### src/rtl/obstacle_control.sv
// obstacle_control
// ----------------
// Control FSM for a sprite that moves across a VGA screen. Each pass draws
// the object, holds it for a number of frame ticks, erases it, and then
// steps it one pixel. If the datapath reports that the object is past its
// end column at the moment the hold expires, the game is over.
//
// Parameters
//   FRAME_DIV       clock cycles per frame tick
//   FRAMES_PER_STEP frame ticks per one-pixel move
//   OBJ_PIXELS      pixels written per draw/erase pass
//
// Ports
//   clock       system clock, rising edge
//   resetn      asynchronous active-low reset
//   start       asynchronous push-button level (synchronised internally)
//   finish      datapath flag: object past its end column
//   draw        datapath pixel-counter advance enable
//   erase       colour select, 1 = background colour 0
//   plot        VGA adapter write enable
//   setoff      high while holding a drawn frame
//   step        one-cycle pulse advancing object x by one
//   frame_tick  one-cycle pulse every FRAME_DIV cycles while holding
//   game_over   high in OVER
//   state       current FSM encoding (debug)
module obstacle_control #(
  parameter int FRAME_DIV       = 833333,
  parameter int FRAMES_PER_STEP = 4,
  parameter int OBJ_PIXELS      = 16
) (
  input  logic       clock,
  input  logic       resetn,
  input  logic       start,
  input  logic       finish,
  output logic       draw,
  output logic       erase,
  output logic       plot,
  output logic       setoff,
  output logic       step,
  output logic       frame_tick,
  output logic       game_over,
  output logic [2:0] state
);

  localparam logic [2:0] S_IDLE  = 3'd0;
  localparam logic [2:0] S_DRAW  = 3'd1;
  localparam logic [2:0] S_HOLD  = 3'd2;
  localparam logic [2:0] S_ERASE = 3'd3;
  localparam logic [2:0] S_STEP  = 3'd4;
  localparam logic [2:0] S_OVER  = 3'd5;

  // Counter widths: ceil(log2(N)), never below one bit.
  localparam int PW = (OBJ_PIXELS > 1)      ? $clog2(OBJ_PIXELS)      : 1;
  localparam int CW = (FRAME_DIV > 1)       ? $clog2(FRAME_DIV)       : 1;
  localparam int FW = (FRAMES_PER_STEP > 1) ? $clog2(FRAMES_PER_STEP) : 1;

  localparam logic [PW-1:0] PIX_LAST   = PW'(OBJ_PIXELS - 1);
  localparam logic [CW-1:0] CYC_LAST   = CW'(FRAME_DIV - 1);
  localparam logic [FW-1:0] FRAME_LAST = FW'(FRAMES_PER_STEP - 1);

  logic [2:0]    state_reg, state_next;
  logic [1:0]    sync_reg;
  logic          start_prev_reg;
  logic          start_edge;
  logic [PW-1:0] pix_reg, pix_next;
  logic [CW-1:0] cyc_reg, cyc_next;
  logic [FW-1:0] frame_reg, frame_next;
  logic          pix_last;
  logic          cyc_last;
  logic          hold_done;

  // ---------------------------------------------------------------------
  // Start synchroniser and rising-edge detector. The edge is seen one
  // cycle after the second flop goes high, so the FSM reacts on the third
  // clock edge after start is first sampled.
  // ---------------------------------------------------------------------
  always_ff @(posedge clock or negedge resetn) begin
    if (!resetn) begin
      sync_reg       <= 2'b00;
      start_prev_reg <= 1'b0;
    end else begin
      sync_reg       <= {sync_reg[0], start};
      start_prev_reg <= sync_reg[1];
    end
  end

  assign start_edge = sync_reg[1] & ~start_prev_reg;

  assign pix_last  = (pix_reg == PIX_LAST);
  assign cyc_last  = (cyc_reg == CYC_LAST);
  // The hold ends on the tick that completes the last frame of the step.
  assign hold_done = (state_reg == S_HOLD) && cyc_last && (frame_reg == FRAME_LAST);

  // ---------------------------------------------------------------------
  // FSM: state register
  // ---------------------------------------------------------------------
  always_ff @(posedge clock or negedge resetn) begin
    if (!resetn) begin
      state_reg <= S_IDLE;
    end else begin
      state_reg <= state_next;
    end
  end

  // ---------------------------------------------------------------------
  // FSM: next-state logic. Start edges outside IDLE/OVER fall through
  // unused, so they are discarded rather than queued. finish only matters
  // on the single cycle the hold expires.
  // ---------------------------------------------------------------------
  always_comb begin
    state_next = state_reg;
    case (state_reg)
      S_IDLE:  if (start_edge) state_next = S_DRAW;
      S_DRAW:  if (pix_last)   state_next = S_HOLD;
      S_HOLD:  if (hold_done)  state_next = finish ? S_OVER : S_ERASE;
      S_ERASE: if (pix_last)   state_next = S_STEP;
      S_STEP:  state_next = S_DRAW;
      S_OVER:  if (start_edge) state_next = S_IDLE;
      default: state_next = S_IDLE;
    endcase
  end

  // ---------------------------------------------------------------------
  // FSM: outputs (Moore, so an asynchronous reset silences them at once)
  // ---------------------------------------------------------------------
  always_comb begin
    draw       = 1'b0;
    erase      = 1'b0;
    plot       = 1'b0;
    setoff     = 1'b0;
    step       = 1'b0;
    frame_tick = 1'b0;
    game_over  = 1'b0;
    case (state_reg)
      S_DRAW: begin
        draw = 1'b1;
        plot = 1'b1;
      end
      S_HOLD: begin
        setoff     = 1'b1;
        frame_tick = cyc_last;
      end
      S_ERASE: begin
        draw  = 1'b1;
        plot  = 1'b1;
        erase = 1'b1;
      end
      S_STEP:  step      = 1'b1;
      S_OVER:  game_over = 1'b1;
      default: ;
    endcase
  end

  assign state = state_reg;

  // ---------------------------------------------------------------------
  // Counters. The pixel counter runs only in DRAW/ERASE and wraps to 0 on
  // the last pixel, so it is already clear when the next pass starts; it
  // is forced to 0 elsewhere so that every pass begins at pixel 0. The
  // cycle and frame counters are cleared on every HOLD entry and frozen
  // outside HOLD.
  // ---------------------------------------------------------------------
  always_comb begin
    pix_next   = '0;
    cyc_next   = cyc_reg;
    frame_next = frame_reg;

    if (state_reg == S_DRAW || state_reg == S_ERASE) begin
      pix_next = pix_last ? '0 : pix_reg + 1'b1;
    end

    if (state_reg == S_HOLD) begin
      cyc_next = cyc_last ? '0 : cyc_reg + 1'b1;
      if (cyc_last) begin
        frame_next = (frame_reg == FRAME_LAST) ? '0 : frame_reg + 1'b1;
      end
    end else if (state_next == S_HOLD) begin
      cyc_next   = '0;
      frame_next = '0;
    end
  end

  always_ff @(posedge clock or negedge resetn) begin
    if (!resetn) begin
      pix_reg   <= '0;
      cyc_reg   <= '0;
      frame_reg <= '0;
    end else begin
      pix_reg   <= pix_next;
      cyc_reg   <= cyc_next;
      frame_reg <= frame_next;
    end
  end

endmodule

### config.mk
export PLATFORM = sky130hd
export DESIGN_NAME = obstacle_control
export DESIGN_NICKNAME = d
export VERILOG_FILES = /design/src/rtl/obstacle_control.sv
export SDC_FILE = /design/constraint.sdc
export NUM_CORES = 1
export LEC_CHECK = 0
export BUFFER_PORTS_ARGS = -buffer_cell sky130_fd_sc_hd__buf_2
export CAP_MARGIN = 40
export CORE_ASPECT_RATIO = 1.75
export CORE_MARGIN = 4
export CORE_UTILIZATION = 50
export DETAILED_ROUTE_END_ITERATION = 12
export PLACE_DENSITY = 0.68
export SLEW_MARGIN = 20
export SYNTH_ARGS = -nofsm -noshare
export SYNTH_HDL_FRONTEND = slang
export SYNTH_SLANG_ARGS = --single-unit
### constraint.sdc
create_clock -name clock -period 2.35 [get_ports clock]
set_input_delay 0.1175 -clock clock [delete_from_list [all_inputs] [get_ports clock]]
set_output_delay 0.1175 -clock clock [all_outputs]
set_load 0.05 [all_outputs]
==> impl_results.md <==
* Post-synth top area cell: dfrtp_1
* Max clock buf depth at 2
* Top cells by area, synth: dfrtp_1 44%, nand3_1 5.0%, nand2_1 5.0%
* Gr ovfl total at 0
* Core region area at 3430 sq um
* Area delta synth->final at 11.2%
* Largest net degree at the start of global routing at 33
* Via density at 5.88
* Fin util at 58.3%
* Htree depth at 2
* Worst slew pin tran at 0.718 ns
* Synth warn at 0
* Post-Syn Area at 1800 sq um
* Setup TNS at 0 ns
* Clock Latency Late Sink at 0.28 ns
* CTS tree: yes
* Final hold vios at 0
* Clk sinks at 32
* DPL Wire Length at 2.96 mm
* Sequential Power Share at 54.3%
* RSZ-0062 raised after global routing: no
* # nets final at 219
* Post-route cell area at 2000 sq um
* Synthesized instance count at 195
* Layout cells sized above 1 at 13.3%
* Critical Path RT at 2.52 ns
* Top-count cell post-synth: dfrtp_1
* Ys flop type: dfrtp_1
* Placed cell area at 1880 sq um
* VDD IR-drop max at 374 uV
* Clk_skew at 0.00698 ns
* Sw Ratio at 19.8%
* Worst setup EP type: register
* Final WL at 4.14 mm
* Wire length per cell after detailed routing at 16.2 um
* Die area at 4660 sq um
* Io pins at 14
* Synth Area per Inst at 9.23 sq um
* Row count at 28
* Crit path max fanout at 11
* Pins Over Slew Limit at 0
* Int Pwr at 0.000819 W
* Final Power at 0.00102 W
* Power Density at 510 nW/um^2
* WHS at 0.0794 ns
* CP top delay family: simple AND/OR/NAND/NOR gates
* CTS Root Cell: clkbuf_8
* Critical-path cell list: or4_4, nor4_4, a21o_1, o21bai_1, a21o_1
* Slowest-stage cell, CP: or4_4
* Top-area cell type share of the netlist area at 44.5%
* Post-synth ARST share at 100%
* N_diodes at 0
* Max-Cap Viols at 0
* Critical path data arrival time at 2.30 ns
* Leakage power at 0.898 nW
* Most frequent CP cell: a21o_1
* CTS buffer count at 5
* Net Switching at 0.000202 W
* First-pass GRT wire length at 6.98 mm
* I/O Buffers at 13
* Largest register FFs at 20
* Via count at 1505
* Worst-path clk slew at 0.06 ns
* Placer Congestion at 0.824
* Library cells used by synthesis at 46
* Total setup buffers inserted after CTS at 0
* Sequential area share after synthesis at 44.5%
* Post-synth EDFFs at 0
* Top post-synthesis cells by count: 32 x dfrtp_1, 24 x nand2_1, 18 x nand3_1
* Die width at 53.4 um
* Status: finished clean
* DRC at 0
* Drt pass-1 iters at 4
* Clock Power Share at 44.0%
* Minimum clock period at 2.12 ns
* Initial antenna violation count at 0
* Vias in the first global route at 1505
* Post-Syn Nets at 203
* Worst hold path class: in2reg
* Initial DRC count at 48
* Die Y-Extent at 87.4 um
* Critical path class: reg2reg
* Global-route usage over all layers at 20.6%
* WP buf/inv at 0
* Synth Register Bits at 32
* ANT nets after route at 0
* Combinational Power Share at 1.8%
* Fmax at 0.471 GHz
* Final setup fails at 0
* Slowest cell delay on critical path at 0.56 ns
* Tcrit/Tclk final at 90.4%
* CP Launch Type: register
* Slew margin rel. at 52.1%
* Starting Density at 52.4%
## worst reg2reg max path, stage by stage, from the launching register on
cell,delay (ns)
dfrtp_1,0.47
or4_4,0.56
nor4_4,0.26
a21o_1,0.40
o21bai_1,0.14
a21o_1,0.19
## timing repair
action	4_1_cts	5_1_grt
endpoints found under the setup margin	0	1
hold endpoints to repair	33	0
hold buffers	2	0
resized for setup	0	1
## layout by cell type (no fill, tap or decap), types with 2 or more instances in the layout
cell type / Yosys / routed
nand2_1: 24 / 24
or3_1: 6 / 6
clkbuf_8: 0 / 7
a21o_1: 4 / 4
buf_2: 4 / 13
ha_1: 4 / 4
a21oi_1: 8 / 8
dfrtp_1: 32 / 32
nand3_1: 18 / 18
nor2_1: 9 / 9
and4_1: 2 / 2
inv_1: 9 / 9
xnor2_1: 6 / 6
nor4_1: 6 / 6
o21ai_0: 10 / 10
nor3_1: 3 / 3
a2bb2oi_1: 2 / 2
and2_1: 3 / 2
and3_1: 5 / 5
dlygate4sd3_1: 0 / 2
mux2i_1: 6 / 6
nand4_1: 4 / 4
buf_4: 1 / 2
nand2b_1: 4 / 4
## cell families (layout without fill, tap and decap cells)
logic type,count (synthesis),in the layout,synth area share (%)
simple gates,92,92,28.1
compound gates,36,36,12.9
flops,32,32,44.5
buf+inv,18,34,5.07
xor+xnor,7,7,3.41
mux,6,6,3.34
fa+ha+maj,4,4,2.78
## stage by stage
| step | setup slack [ns] | cells |
|---|---|---|
| 2_1_floorplan | 0.136 | 195 |
| 4_1_cts | 0.109 | 256 |
| 3_3_place_gp | 0.226 | 247 |
| 6_report | 0.226 | 256 |
| 5_1_grt | 0.111 | 256 |
| 3_5_place_dp | 0.131 | 247 |
## area by class of cell
class / count / area [sq um]
clock buffers: 7 / 96.3
fillers: 329 / 1430
inverters: 10 / 38.8
multi-input cells: 145 / 910
flip-flops and latches: 32 / 801
well taps: 45 / 56.3
repair buffers: 17 / 100
## path summary, 6_finish.rpt
path	from	to	slack (ns)	depth (start not counted)
worst max register to register	cyc_reg[7]	cyc_reg[5]	0.23	5
worst max-delay path	cyc_reg[7]	cyc_reg[5]	0.23	5
worst min-delay path	finish	state[1]	0.08	2
max in group asynchronous	resetn	cyc_reg[6]	1.46	2
worst min register to register	sync_reg[0]	sync_reg[1]	0.35	0
min in group asynchronous	resetn	frame_reg[1]	0.42	2
## power groups by stage
| stage | clock, W | sequential (W) | combinational, W |
|---|---|---|---|
| final | 0.000449 | 0.000554 | 0.0000181 |
| after global routing | 0.000484 | 0.000554 | 0.0000212 |
| after CTS | 0.000461 | 0.000554 | 0.0000188 |
| after detailed placement | 0 | 0.000565 | 0.0000161 |
| after global placement | 0 | 0.000564 | 0.0000156 |
| after floorplan | 0 | 0.000564 | 0.00000215 |
## metal layers
| layer | wire length, um | track usage [%] | vias to the layer above |
|---|---|---|---|
| met3 | 152 | 4.46 | 10 |
| li1 | - | - | 731 |
| met4 | 102 | 11.2 | 0 |
| met1 | 1620 | 21.7 | 727 |
| met5 | 0 | 0 | - |
| met2 | 2260 | 36.4 | 37 |
(Power assumes the default switching activity.)
